--- src/rtl/div_sequencer_pkg.sv ---
// Shared state encoding, parameter defaults and sizing helper for the divide sequencer.
package div_sequencer_pkg;

  typedef enum logic [1:0] {
    S_IDLE  = 2'd0,
    S_START = 2'd1,
    S_WAIT  = 2'd2,
    S_WB    = 2'd3
  } state_t;

  localparam int unsigned DEFAULT_TIMEOUT_CYCLES = 32;
  localparam logic [4:0]  DEFAULT_EXC_RD         = 5'd30;
  localparam logic [31:0] DEFAULT_EXC_CODE       = 32'd5;

  // A one-cycle timeout still needs a 1-bit counter.
  function automatic int unsigned counterWidth(input int unsigned cycles);
    return (cycles > 1) ? $clog2(cycles) : 1;
  endfunction

endpackage

--- src/rtl/div_sequencer_timeout_counter.sv ---
// Counts cycles spent waiting on the divider; terminal count marks the last allowed WAIT cycle.
module timeout_counter
  import div_sequencer_pkg::*;
#(
  parameter int unsigned TIMEOUT_CYCLES = DEFAULT_TIMEOUT_CYCLES
) (
  input  logic clock,
  input  logic reset,
  input  logic i_clear,
  input  logic i_enable,
  output logic o_terminal
);

  localparam int unsigned W = counterWidth(TIMEOUT_CYCLES);
  localparam logic [W-1:0] LAST = W'(TIMEOUT_CYCLES - 1);

  logic [W-1:0] r_count;

  // Saturate at the terminal value so a held enable never wraps.
  always_ff @(posedge clock or posedge reset) begin
    if (reset) begin
      r_count <= '0;
    end else if (i_clear) begin
      r_count <= '0;
    end else if (i_enable && !o_terminal) begin
      r_count <= r_count + W'(1);
    end
  end

  assign o_terminal = (r_count == LAST);

endmodule

--- src/rtl/div_sequencer.sv ---
// Sequences one divide at a time through an external divider: issue, start pulse,
// wait for the result or time out, then a single registered writeback cycle.
module div_sequencer
  import div_sequencer_pkg::*;
#(
  parameter int unsigned TIMEOUT_CYCLES = DEFAULT_TIMEOUT_CYCLES,
  parameter logic [4:0]  EXC_RD         = DEFAULT_EXC_RD,
  parameter logic [31:0] EXC_CODE       = DEFAULT_EXC_CODE
) (
  input  logic        clock,
  input  logic        reset,
  input  logic        issue_valid,
  input  logic [31:0] issue_dividend,
  input  logic [31:0] issue_divisor,
  input  logic [4:0]  issue_rd,
  output logic        stall,
  output logic        ctrl_DIV,
  output logic [31:0] dividend,
  output logic [31:0] divisor,
  input  logic [31:0] data_result,
  input  logic        data_exception,
  input  logic        data_resultRDY,
  output logic        wb_valid,
  output logic [4:0]  wb_rd,
  output logic [31:0] wb_data,
  output logic        wb_exception,
  output logic        timeout
);

  state_t      r_state;
  state_t      w_next_state;

  logic [31:0] r_dividend;
  logic [31:0] r_divisor;
  logic [4:0]  r_rd;

  logic        r_wb_valid;
  logic [4:0]  r_wb_rd;
  logic [31:0] r_wb_data;
  logic        r_wb_exception;
  logic        r_timeout;

  logic        w_capture;
  logic        w_stall;
  logic        w_ctrl_div;
  logic        w_wb_valid;
  logic [4:0]  w_wb_rd;
  logic [31:0] w_wb_data;
  logic        w_wb_exception;
  logic        w_timeout;

  logic        w_cnt_clear;
  logic        w_cnt_enable;
  logic        w_cnt_terminal;

  timeout_counter #(
    .TIMEOUT_CYCLES(TIMEOUT_CYCLES)
  ) u_timeout_counter (
    .clock     (clock),
    .reset     (reset),
    .i_clear   (w_cnt_clear),
    .i_enable  (w_cnt_enable),
    .o_terminal(w_cnt_terminal)
  );

  always_ff @(posedge clock or posedge reset) begin
    if (reset) begin
      r_state <= S_IDLE;
    end else begin
      r_state <= w_next_state;
    end
  end

  // Writeback values are computed on the WAIT->WB transition and registered,
  // so they appear for exactly the WB cycle and are zero otherwise.
  always_comb begin
    w_next_state   = r_state;
    w_capture      = 1'b0;
    w_stall        = 1'b0;
    w_ctrl_div     = 1'b0;
    w_cnt_clear    = 1'b1;
    w_cnt_enable   = 1'b0;
    w_wb_valid     = 1'b0;
    w_wb_rd        = '0;
    w_wb_data      = '0;
    w_wb_exception = 1'b0;
    w_timeout      = 1'b0;

    case (r_state)
      S_IDLE: begin
        w_stall = issue_valid;
        if (issue_valid) begin
          w_capture    = 1'b1;
          w_next_state = S_START;
        end
      end
      S_START: begin
        w_stall      = 1'b1;
        w_ctrl_div   = 1'b1;
        w_next_state = S_WAIT;
      end
      S_WAIT: begin
        w_stall      = 1'b1;
        w_cnt_clear  = 1'b0;
        w_cnt_enable = 1'b1;
        if (data_resultRDY) begin
          w_next_state = S_WB;
          if (data_exception) begin
            w_wb_valid     = 1'b1;
            w_wb_rd        = EXC_RD;
            w_wb_data      = EXC_CODE;
            w_wb_exception = 1'b1;
          end else begin
            w_wb_valid = (r_rd != 5'd0);
            w_wb_rd    = r_rd;
            w_wb_data  = data_result;
          end
        end else if (w_cnt_terminal) begin
          w_next_state   = S_WB;
          w_wb_valid     = 1'b1;
          w_wb_rd        = EXC_RD;
          w_wb_data      = EXC_CODE;
          w_wb_exception = 1'b1;
          w_timeout      = 1'b1;
        end
      end
      S_WB: begin
        w_next_state = S_IDLE;
      end
      default: begin
        w_next_state = S_IDLE;
      end
    endcase
  end

  always_ff @(posedge clock or posedge reset) begin
    if (reset) begin
      r_dividend     <= '0;
      r_divisor      <= '0;
      r_rd           <= '0;
      r_wb_valid     <= 1'b0;
      r_wb_rd        <= '0;
      r_wb_data      <= '0;
      r_wb_exception <= 1'b0;
      r_timeout      <= 1'b0;
    end else begin
      if (w_capture) begin
        r_dividend <= issue_dividend;
        r_divisor  <= issue_divisor;
        r_rd       <= issue_rd;
      end
      r_wb_valid     <= w_wb_valid;
      r_wb_rd        <= w_wb_rd;
      r_wb_data      <= w_wb_data;
      r_wb_exception <= w_wb_exception;
      r_timeout      <= w_timeout;
    end
  end

  // Stall follows issue_valid combinationally in IDLE, so it is masked while reset is held.
  assign stall        = w_stall & ~reset;
  assign ctrl_DIV     = w_ctrl_div;
  assign dividend     = r_dividend;
  assign divisor      = r_divisor;
  assign wb_valid     = r_wb_valid;
  assign wb_rd        = r_wb_rd;
  assign wb_data      = r_wb_data;
  assign wb_exception = r_wb_exception;
  assign timeout      = r_timeout;

endmodule

--- config.mk ---
export PLATFORM = sky130hd
export DESIGN_NAME = div_sequencer
export DESIGN_NICKNAME = d
export VERILOG_FILES = /design/src/rtl/div_sequencer_pkg.sv /design/src/rtl/div_sequencer_timeout_counter.sv /design/src/rtl/div_sequencer.sv
export SDC_FILE = /design/constraint.sdc
export NUM_CORES = 1
export LEC_CHECK = 0
export ABC_AREA = 1
export CAP_MARGIN = 20
export CELL_PAD_IN_SITES_DETAIL_PLACEMENT = 1
export CELL_PAD_IN_SITES_GLOBAL_PLACEMENT = 1
export CORE_MARGIN = 3
export CORE_UTILIZATION = 29
export CTS_CLUSTER_DIAMETER = 30
export DETAILED_ROUTE_END_ITERATION = 10
export PLACE_DENSITY = 0.8
export SYNTH_ARGS = -nofsm -noshare
export SYNTH_HDL_FRONTEND = slang
export SYNTH_SLANG_ARGS = --single-unit
--- constraint.sdc ---
create_clock -name clock -period 5.2 [get_ports clock]
set_input_delay 1.04 -clock clock [delete_from_list [all_inputs] [get_ports clock]]
set_output_delay 1.04 -clock clock [all_outputs]
set_load 0.03 [all_outputs]
==> flow_summary.yaml, run 1 <==
routing:
  drcViolationCount: 0
  ant_nets: 0
  viasPerCell: 4.44
  routedWlPerCell_um: 15.5
  via_count: 3945
  first_iter_violations: 125
  drt-total-wl_mm: 13.7
  dr.pass1.iters: 4
floorplanning:
  die_area_um2: 16700
  start_util_pct: 30.0
  core-area_um2: 14700
  num_rows: 44
  io_pins: 212
  die_w_um: 129
  dieHeight_um: 129
placed_design:
  io_buffers: 211
  hpwl_mm: 9.91
  place.gp.congestion: 0.764
  place_area_um2: 6670
setup_path:
  cp.buffers_inverters: 3
  cp_slowest_stage_delay_ps: 660
  crit_path_cell_trace: "clkdlybuf4s50_1 > nor2_1 > o21ai_0 > inv_1 > clkdlybuf4s50_1"
  cp_top_family: "buffers and inverters"
  cp.arrival_ps: 2450
  worst_setup_path_start_kind: "input port"
  worst_path_max_delay_cell: "clkdlybuf4s50_1"
  cp_max_fo: 2
  crit_path_end_kind: "output port"
  path_common_cell: "clkdlybuf4s50_1"
  worstSetupPathType: "input port to output port"
  crit_required_ps: 4160
synth:
  syn_nets: 589
  synth_cells: 476
  ys_ff_latch: 116
  synth.avg_cell_area_um2: 9.26
  syn_area_um2: 4410
  synth-seq-area-share_pct: 65.9
  yosysWarnings: 0
  synthDistinctLibCells: 18
sta:
  tightestPinTransition_ps: 752
  report.final.setup_viol: 0
  skew_ps: 6.13
  hold_violations: 0
  rsz0062_at_grt: "false"
  period_minus_slack_ps: 3490
  period_share_pct: 67.0
  fmax_ghz: 0.287
  setup-tns-final_ps: 0
  hold_ws_ps: 477
  max_slew_margin_pct: 49.9
  drv_slew: 0
status:
  status: "complete, no violations"
global_route:
  grt_max_degree: 72
  grt_pass1_vias: 4324
  antenna_found_initial: 0
  grt_pass1_wl_mm: 21.6
  gr-total-overflow: 0
  grt_use_total_pct: 16.6
clock_network:
  cts_resized: 0
  path_clk_slew_ps: 50
  clock-root-buffer: "clkbuf_16"
  htree_levels: 4
  postCtsHoldBufs: 0
  cts_buffer_depth: 2
  worstSkewPairLatency_ps: 400
  cts_tree: "done"
  cts_made_buffers: 17
  cts_num_sinks: 116
  cts_setup_buffers: 0
finish:
  antenna_cells: 0
  final_cell_area_um2: 7300
  drive_above_1_share_pct: 5.96
  area_growth_pct: 65.6
  final_common_cell: "nand2_1"
  final_cell_mix: "nand2_1 (224), clkdlybuf4s50_1 (211), dfrtp_1 (116)"
  final_nets: 805
pwr:
  p_leak_nw: 3.67
  p_total_mw: 4.41
  power-per-cell-area_nw_per_um2: 605
  ir_worst_vdd_v: 0.000214
min_path:
  hold_path.class: "flop to flop"
job:
  maxCapViolations: 0
==> layout make-up <==
class | instances | area (um^2)
fillers | 1684 | 7400
flip-flops and latches | 116 | 2900
repair buffers | 215 | 2140
multi-input cells | 297 | 1220
clock buffers | 23 | 478
well taps | 184 | 230
inverters | 45 | 171
clock inverters | 9 | 150
==> metrics by stage <==
step / instances / util (%) / setup slack (ps)
after floorplan: 476 / - / 1090
after global routing: 889 / 49.6 / 1680
after global placement: 857 / 45.4 / 1730
final: 889 / 49.6 / 1710
after detailed placement: 857 / 45.4 / 1720
after CTS: 889 / 49.6 / 1710
==> flip-flops by register name (all words and copies together), names as in the netlist, 2 cells and up <==
| register | cells |
|---|---|
| r_state | 2 |
| wb_rd | 5 |
| u_timeout_counter.r_count | 5 |
| divisor | 32 |
| wb_data | 32 |
| dividend | 32 |
| r_rd | 5 |
==> path summary, 6_finish.rpt <==
path | from | end | slack, ps | cells past startpoint
setup / recovery | reset | stall | 1710 | 5
hold / removal | divisor[20] | divisor[20] | 480 | 2
setup reg to reg | r_state[0] | wb_data[6] | 3360 | 4
hold reg to reg | divisor[20] | divisor[20] | 480 | 2
max in group asynchronous | reset | dividend[19] | 3280 | 3
min in group asynchronous | reset | wb_rd[1] | 1010 | 2
==> per-layer routing <==
layer  track usage (%)  up-vias  part of all wire, %
met1              18.0     1939                   38
met4              6.42        0                  2.2
li1                  -     1843                    -
met3              6.31       26                  7.9
met5                 0        -                    0
met2              29.5      137                   51
==> power by group <==
part / total [mW] / switching, mW / leakage, nW / internal (mW)
registers: 1.37 / 0.162 / 1.50 / 1.21
logic: 1.82 / 1.11 / 1.87 / 0.708
clock network: 1.23 / 0.393 / 0.303 / 0.837
==> cells in the mapped netlist (all sizes together) <==
cell type,n,area (um^2)
nand2,226,851
dfrtp,116,2900
inv,45,169
nor2,43,171
buf,15,104
nand3,10,50.1
ha,7,87.6
o21ai,6,33.8
a21oi,4,20.0
clkbuf,3,11.3
or2,1,6.26
==> worst min-delay path: stages, from the launching register on <==
cell and delay, ps:
dfrtp_1 340, nand2_1 50, nand2_1 50
==> logic make-up after synthesis <==
kind of cell	after synthesis	synth area share, %
and+or+nand+nor	280	24.5
buffers and inverters	63	6.45
DFF	116	65.9
AOI/OAI and AO/OA	10	1.22
adders and majority gates	7	1.99
Power figures use the tool's default switching activity.
==> run 2: changes to the inputs <==
Settings changed: CORE_UTILIZATION 29 to 26, PLACE_DENSITY 0.8 to 0.75.
Clock period 5.2 ns to 3.2 ns, I/O delays scaled along.
==> run 2 against run 1 <==
Clock power up 43%. Count of clock-buffer cells in the layout up 1. First-iteration DRC count increased by 14%. Combinational power up 62%. Critical path depth down 2. Largest power group unchanged.
==> flow_summary.yaml, run 2 (same netlist as run 1, synthesis figures left out) <==
pwr:
  p_leak_nw: 3.65
  p_int_mw: 4.26
  power.switching_mw: 2.67
  sw_frac_of_total_pct: 38.5
  p_clk_share_pct: 25.4
  power-per-cell-area_nw_per_um2: 953
  pwr-share-seq_pct: 32.0
  power_frac_comb_pct: 42.5
  ir_worst_vdd_v: 0.000386
setup_path:
  crit_path_end_kind: "output port"
  worst_setup_path_start_kind: "flop"
  crit_path_cell_trace: "inv_1 > ha_1 > clkdlybuf4s50_1"
  cp_max_fo: 4
  worstSetupPathType: "flop to output port"
  crit_required_ps: 2560
  worst_path_max_delay_cell: "clkdlybuf4s50_1"
  reg2regPathDepth: 4
  cp.arrival_ps: 1720
  cp_slowest_stage_delay_ps: 670
finish:
  final_common_cell: "nand2_1"
  multi_input_area_um2: 1220
  antenna_cells: 0
  final_cells: 918
  drive_above_1_share_pct: 5.84
  area_growth_pct: 65.0
  final_cell_mix: "nand2_1 (224), clkdlybuf4s50_1 (210), dfrtp_1 (116)"
  seq_area_um2: 2900
  n_fill_cell: 1832
  final_nets: 805
clock_network:
  cts_setup_buffers: 0
  cts_made_buffers: 17
  path_clk_slew_ps: 50
  postCtsHoldBufs: 0
  worstSkewPairLatency_ps: 400
  clock-root-buffer: "clkbuf_16"
  cts_tree: "done"
  cts_num_sinks: 116
  cts_resized: 0
  cts_buffer_depth: 2
  htree_levels: 4
routing:
  drt-total-wl_mm: 14.3
  ant_nets: 0
  drcViolationCount: 0
  viasPerCell: 4.23
  routedWlPerCell_um: 15.6
  via_count: 3883
  first_iter_violations: 142
  dr.pass1.iters: 4
floorplanning:
  num_rows: 46
  dieHeight_um: 136
  io_pins: 212
  die_w_um: 136
  start_util_pct: 27.2
  core-area_um2: 16200
  die_area_um2: 18500
sta:
  drv_slew: 0
  setup-tns-final_ps: 0
  report.final.setup_viol: 0
  fmax_ghz: 0.423
  worst_slack_ps: 836
  skew_ps: 3.58
  rsz0062_at_grt: "false"
  max_slew_margin_pct: 49.0
  period_share_pct: 73.9
  tightestPinTransition_ps: 766
  period_minus_slack_ps: 2360
  hold_violations: 0
placed_design:
  hpwl_mm: 10.3
  io_buffers: 211
  place.gp.congestion: 0.763
  placedCellCount: 889
  place_ws_ps: 946
job:
  maxCapViolations: 0
global_route:
  antenna_found_initial: 0
  gr-total-overflow: 0
  grt_use_total_pct: 16.0
  grt_max_degree: 84
  grt_pass1_wl_mm: 23.1
  grt_pass1_vias: 4492
min_path:
  hold_path.class: "flop to flop"
  holdPathStages: 2
status:
  status: "complete, no violations"
[run 2: cell types whose count changed in the layout (fill, tap and decap cells not counted)]
cell	before	now
bufinv_16	4	1
clkbuf_8	3	5
buf_12	0	1
clkbuf_1	3	2
clkdlybuf4s50_1	211	210
clkinv_2	3	4
clkinvlp_4	2	1
inv_4	1	0
[run 2: power groups by stage]
stage	Sequential (mW)	Clock, mW	Combinational [mW]
2_1_floorplan	3.08	0	0.802
3_3_place_gp	2.21	0	2.92
3_5_place_dp	2.24	0	2.99
4_1_cts	2.23	1.82	3.01
5_1_grt	2.28	1.91	3.19
6_report	2.22	1.76	2.95
[run 2: final timing paths]
kind	startpoint	end	slack, ps
worst max-delay path	r_state[1]	ctrl_DIV	840
worst max register to register	r_state[0]	wb_data[22]	1370
min in group asynchronous	reset	wb_data[24]	780
worst min register to register	divisor[24]	divisor[24]	480
max in group asynchronous	reset	divisor[20]	2080
worst min-delay path	divisor[24]	divisor[24]	480
[run 2: through the flow]
stage	area (um^2)	hold slack [ps]	util (%)	total power, mW
finish	7270	477	44.8	6.93
global route	7270	501	44.8	7.38
CTS	7270	479	44.8	7.06
detailed placement	6720	465	41.4	5.23
global placement	6720	461	41.4	5.13
floorplan	4410	450	-	3.88
[run 2: critical path, delay by kind of cell (launching register included)]
family | cells | cell delay [ps]
adder cells (fa/ha/maj) | 1 | 140
buffers and inverters | 2 | 780
flip-flops | 1 | 410
[run 2: final cells by class]
type	count	area share, %
clock inverters	5	0.688
flip-flops and latches	116	39.9
clock buffers	24	6.90
multi-input cells	297	16.8
repair buffers	215	29.6
inverters	45	2.37
well taps	216	3.72
[run 2: metal layers]
| metal | routed length, um | vias to the layer above | global-route usage (%) | part of all wire, % |
|---|---|---|---|---|
| met5 | 0 | - | 0 | 0 |
| met4 | 170 | 0 | 4.87 | 1.2 |
| met3 | 1220 | 16 | 6.44 | 8.5 |
| met2 | 7300 | 150 | 28.3 | 51 |
| met1 | 5650 | 1876 | 17.7 | 39 |
| li1 | - | 1841 | - | - |
